$ cat src/rtl/tpg_pkg.sv
// Shared types and constants for the video test-pattern generator.
//   tpg_mode_e : pattern selector encoding (matches the mode_sel port)
//   rgb_t      : 24-bit pixel colour payload
//   BAR_LUT    : eight colour-bar entries, left to right
//   BOX_COLOR  : overlay colour of the optional moving box
package tpg_pkg;

  typedef enum logic [1:0] {
    TPG_BARS   = 2'd0,
    TPG_CHECK  = 2'd1,
    TPG_SCROLL = 2'd2,
    TPG_GRAD   = 2'd3
  } tpg_mode_e;

  typedef struct packed {
    logic [7:0] r;
    logic [7:0] g;
    logic [7:0] b;
  } rgb_t;

  localparam rgb_t RGB_BLACK = '{r: 8'h00, g: 8'h00, b: 8'h00};
  localparam rgb_t RGB_WHITE = '{r: 8'hFF, g: 8'hFF, b: 8'hFF};
  localparam rgb_t BOX_COLOR = '{r: 8'hFF, g: 8'h00, b: 8'hFF};

  // red, green, blue, white, yellow, cyan, magenta, orange
  localparam rgb_t BAR_LUT [8] = '{
    '{r: 8'hFF, g: 8'h00, b: 8'h00},
    '{r: 8'h00, g: 8'hFF, b: 8'h00},
    '{r: 8'h00, g: 8'h00, b: 8'hFF},
    '{r: 8'hFF, g: 8'hFF, b: 8'hFF},
    '{r: 8'hFF, g: 8'hFF, b: 8'h00},
    '{r: 8'h00, g: 8'hFF, b: 8'hFF},
    '{r: 8'hFF, g: 8'h00, b: 8'hFF},
    '{r: 8'hFF, g: 8'h80, b: 8'h00}
  };

endpackage

$ cat src/rtl/tpg_bounce_box.sv
// Moving box overlay: position/direction registers that bounce between the
// screen edges once per frame, plus a combinational hit test for the pixel.
// Ports:
//   clk, rst_n     : pixel clock, async active-low reset
//   fs             : one-cycle frame-start strobe
//   freeze         : hold position and direction
//   x, y           : current pixel coordinate
//   hit_c          : pixel lies inside the box (combinational)
module tpg_bounce_box
  import tpg_pkg::*;
#(
  parameter int unsigned H_ACTIVE = 640,
  parameter int unsigned V_ACTIVE = 480,
  parameter int unsigned COORD_W  = 10,
  parameter int unsigned BOX_SIZE = 32
) (
  input  logic               clk,
  input  logic               rst_n,
  input  logic               fs,
  input  logic               freeze,
  input  logic [COORD_W-1:0] x,
  input  logic [COORD_W-1:0] y,
  output logic               hit_c
);

  localparam int unsigned X_LIMIT = H_ACTIVE - BOX_SIZE;
  localparam int unsigned Y_LIMIT = V_ACTIVE - BOX_SIZE;
  localparam int unsigned EXT_W   = COORD_W + 1;

  logic [COORD_W-1:0] box_x_q, box_y_q, box_x_d, box_y_d;
  // direction bit: 0 = increasing, 1 = decreasing
  logic               dir_x_q, dir_y_q, dir_x_d, dir_y_d;

  // One step per unfrozen frame; at an edge the step reverses instead.
  always_comb begin
    box_x_d = box_x_q;
    box_y_d = box_y_q;
    dir_x_d = dir_x_q;
    dir_y_d = dir_y_q;
    if (fs && !freeze) begin
      if (!dir_x_q) begin
        if (32'(box_x_q) >= X_LIMIT) begin
          dir_x_d = 1'b1;
          box_x_d = box_x_q - COORD_W'(1);
        end else begin
          box_x_d = box_x_q + COORD_W'(1);
        end
      end else begin
        if (box_x_q == '0) begin
          dir_x_d = 1'b0;
          box_x_d = box_x_q + COORD_W'(1);
        end else begin
          box_x_d = box_x_q - COORD_W'(1);
        end
      end
      if (!dir_y_q) begin
        if (32'(box_y_q) >= Y_LIMIT) begin
          dir_y_d = 1'b1;
          box_y_d = box_y_q - COORD_W'(1);
        end else begin
          box_y_d = box_y_q + COORD_W'(1);
        end
      end else begin
        if (box_y_q == '0) begin
          dir_y_d = 1'b0;
          box_y_d = box_y_q + COORD_W'(1);
        end else begin
          box_y_d = box_y_q - COORD_W'(1);
        end
      end
    end
  end

  always_ff @(posedge clk or negedge rst_n) begin
    if (!rst_n) begin
      box_x_q <= '0;
      box_y_q <= '0;
      dir_x_q <= 1'b0;
      dir_y_q <= 1'b0;
    end else begin
      box_x_q <= box_x_d;
      box_y_q <= box_y_d;
      dir_x_q <= dir_x_d;
      dir_y_q <= dir_y_d;
    end
  end

  // Upper bound compared one bit wider so box_x + BOX_SIZE cannot wrap.
  always_comb begin
    hit_c = (x >= box_x_q) &&
            (EXT_W'(x) < (EXT_W'(box_x_q) + EXT_W'(BOX_SIZE))) &&
            (y >= box_y_q) &&
            (EXT_W'(y) < (EXT_W'(box_y_q) + EXT_W'(BOX_SIZE)));
  end

endmodule

$ cat config.mk
export PLATFORM = sky130hd
export DESIGN_NAME = tpg_bounce_box
export DESIGN_NICKNAME = d
export VERILOG_FILES = /design/src/rtl/tpg_pkg.sv /design/src/rtl/tpg_bounce_box.sv
export SDC_FILE = /design/constraint.sdc
export NUM_CORES = 1
export LEC_CHECK = 0
export BUFFER_PORTS_ARGS = -buffer_cell sky130_fd_sc_hd__buf_2
export CAP_MARGIN = 10
export CORE_UTILIZATION = 58
export CTS_BUF_LIST = sky130_fd_sc_hd__clkbuf_4 sky130_fd_sc_hd__clkbuf_8
export DETAILED_ROUTE_END_ITERATION = 12
export PLACE_DENSITY = 0.79
export SYNTH_ARGS = -nofsm -noshare
export SYNTH_HDL_FRONTEND = slang
export SYNTH_SLANG_ARGS = --single-unit
$ cat constraint.sdc
create_clock -name clk -period 2.9 [get_ports clk]
set_clock_uncertainty 0.1 [all_clocks]
set_input_delay 0.29 -clock clk [delete_from_list [all_inputs] [get_ports clk]]
set_output_delay 0.29 -clock clk [all_outputs]
set_load 0.005 [all_outputs]
==> run_results.csv <==
group,metric,value,unit
run_status,status,"finished clean",
worst_setup_path,required,2510,ps
worst_setup_path,r2r_slack,700,ps
power_and_ir_drop,cell_internal_pwr,1.119,mW
floorplanning,die_y,65.02,um
worst_setup_path,worstSetupPathType,"reg2out",
placed_design,pre_cts_ws,249.7,ps
worst_setup_path,crit_path_start,"box_x_q[6]",
power_and_ir_drop,peakVddDrop,487.4,uV
floorplanning,die_width,65.02,um
synthesis,synth.avg_cell_area,9.033,um^2
worst_setup_path,worst_setup_path_start_kind,"flop",
timing,worst_slack,87.42,ps
synthesis,synthArstFlopShare,100.0,%
synthesis,ys_ff_latch,22,
min_path,hold_start,"freeze",
global_route,grt_usage,24.53,%
timing,tightest_slew,646.9,ps
global_route,grt_max_degree,23,
detailed_routing,drtPass1Iterations,4,
synthesis,synth_cell_types,47,
worst_setup_path,crit_arrival,2420,ps
detailed_routing,viasPerCell,5.762,
synthesis,synth_nets,319,
placed_design,place_congestion,0.8604,
synthesis,synth_ff_type,"dfrtp_1",
final_layout,drive_gt1_share,19.37,%
flow_run,maxCapViolCount,0,
global_route,grt_pass1_vias,1815,
worst_setup_path,rr_startpoint,"box_y_q[0]",
global_route,grt_pass1_wl,8038,um
clocking,clock-sinks,22,
clocking,htreeDepth,1,
power_and_ir_drop,p_comb_share,54.2,%
detailed_routing,drt-initial-drc-count,110,
floorplanning,placement_rows,22,
clocking,numCtsBuffers,3,
floorplanning,io_pins,25,
synthesis,syn_area,2303,um^2
timing,max_freq,355.5,MHz
power_and_ir_drop,power_density,763.5,nW/um^2
clocking,cts_tree,"built",
final_layout,area_growth,12.87,%
floorplanning,initial_core_util,61.53,%
floorplanning,core_area,3744,um^2
worst_setup_path,r2r-end,"box_y_q[3]",
final_layout,utilization,69.45,%
synthesis,ys_seq_area_share,23.90,%
timing,period_share,96.99,%
power_and_ir_drop,seqPwrFrac,30.8,%
power_and_ir_drop,power,1.985,mW
min_path,min_to,"box_x_q[0]",
floorplanning,dieArea,4228,um^2
global_route,grt_antenna_before_repair,0,
timing,slew_violations,0,
power_and_ir_drop,power.switching,866.2,uW
clocking,clockRootBuffer,"clkbuf_8",
detailed_routing,post_drt_wl_per_cell,14.66,um
timing,hold_violations,0,
power_and_ir_drop,p_leak,1.215,nW
timing,min_period,2813,ps
min_path,hold_path_class,"in2reg",
worst_setup_path,end_kind,"primary output",
clocking,clk_pin_slew_worst_paths,90,ps
synthesis,yosysMostFrequentCell,"ha_1",
detailed_routing,ant_nets,0,
synthesis,ys_warn_count,0,
detailed_routing,drc,0,
clocking,insertion_delay,270,ps
worst_setup_path,rr_worst_depth,7,
detailed_routing,vias,1913,
synthesis,synthTopCellsByCount,"ha_1, inv_1, xnor2_1",
final_layout,finalNetCount,349,
synthesis,synthDominantCellAreaShare,23.90,%
synthesis,syn_inst,255,
placed_design,place_inst,319,
synthesis,ys_top_cells_by_area,"dfrtp_1, ha_1, xnor2_1, inv_1, nand3_1",
power_and_ir_drop,p_sw_share,43.63,%
synthesis,synth_edf_count,0,
final_layout,finalNonFillerCells,332,
synthesis,synth_area_leader_cell,"dfrtp_1",
detailed_routing,routed_wl,4866,um
placed_design,portBuffers,24,
power_and_ir_drop,clkPwrFrac,15.0,%
worst_setup_path,path_max_fanout,5,
timing,setup_violations,0,
clocking,clock_path_buffers,2,
min_path,whs_path_depth,3,
final_layout,antenna_cells,0,
placed_design,hpwlAfterDp,3749,um
global_route,grt-ovfl-total,0,
timing,slew-limit-headroom,56.47,%
==> critical path: stages, from the launching register on <==
cell and delay, ps:
dfrtp_2 420, inv_1 100, ha_1 280, inv_1 40, ha_1 300, a21o_1 160, a311oi_1 260, o22ai_1 180
nor4_2 260, buf_2 150
==> cell type report <==
cell class              instances  area (um^2)
clock inverters                 1        30.03
repair buffers                 35        205.2
well taps                      48        60.06
inverters                      27        101.3
multi-input cells             196         1605
clock buffers                   3        41.29
fillers                       324         1144
flip-flops and latches         22        556.8
==> logic make-up (layout without fill, tap and decap cells) <==
group | Yosys count | after routing | share of synthesized area, %
multiplexers | 8 | 8 | 3.911
adder cells (fa/ha/maj) | 40 | 40 | 21.73
buffers and inverters | 37 | 66 | 7.170
AO/OA/AOI/OAI | 44 | 44 | 13.74
XOR/XNOR | 26 | 26 | 9.886
AND/OR/NAND/NOR | 78 | 78 | 19.66
flip-flops | 22 | 22 | 23.90
==> power groups by stage <==
stage	Combinational, mW	Sequential (mW)	Clock, mW
finish	1.08	0.612	0.298
global route	1.22	0.635	0.313
CTS	0.974	0.619	0.300
detailed placement	0.962	0.621	0
global placement	0.924	0.614	0
floorplan	0.835	0.521	0
==> cell usage in the layout, fill, tap and decap left out, types with 3 or more instances in the layout <==
cell and n:
inv_1 27, nand4_1 6, a21o_1 4, dfrtp_2 5, and3_1 4, dfrtp_1 17
nor2_1 7, o21ai_1 4, buf_2 24, nor3_1 6, nand2b_1 3, ha_1 38
nor4_1 5, a41oi_1 3, xnor2_1 24, nor2b_1 4, mux2i_1 6, clkbuf_8 3
a21oi_1 10, and4_1 5, nand3_1 13, buf_4 10, o21ai_0 4, nand2_1 16
==> metrics by stage <==
step	hold WS (ps)	instance area [um^2]	TNS [ps]
floorplan	-105.6	2303	0
finish	294.1	2600	0
detailed placement	196.7	2435	0
global route	325.1	2600	-2.580
global placement	195.2	2435	0
CTS	297.4	2519	0
==> flip-flops by register name, summed over array words and instances (netlist names) <==
name and cells:
box_x_q 10, dir_x_q 1, dir_y_q 1, box_y_q 10
==> metal layers <==
layer  track usage [%]  vias to the layer above  part of all wire (%)
met5                 0                        -                     0
li1                  -                      977                     -
met4             6.793                        0                   1.7
met1             33.08                      896                    50
met3             4.225                        9                   3.3
met2             40.10                       31                    45
==> timing repair <==
item	in CTS	in global routing
setup endpoints to repair	1	1
hold endpoints to repair	22	0
cloned	0	0
hold buffers	1	0
gates resized for setup	2	7
pin swaps	0	2
setup buffers	0	8
==> worst max-delay path by stage <==
stage | to | slack [ps] | cells past startpoint
3_3_place_gp | hit_c | 340 | 9
2_1_floorplan | hit_c | 620 | 8
6_report | hit_c | 90 | 9
5_1_grt | hit_c | -3 | 9
4_1_cts | hit_c | 20 | 9
3_5_place_dp | hit_c | 250 | 9
(Power assumes the default switching activity.)
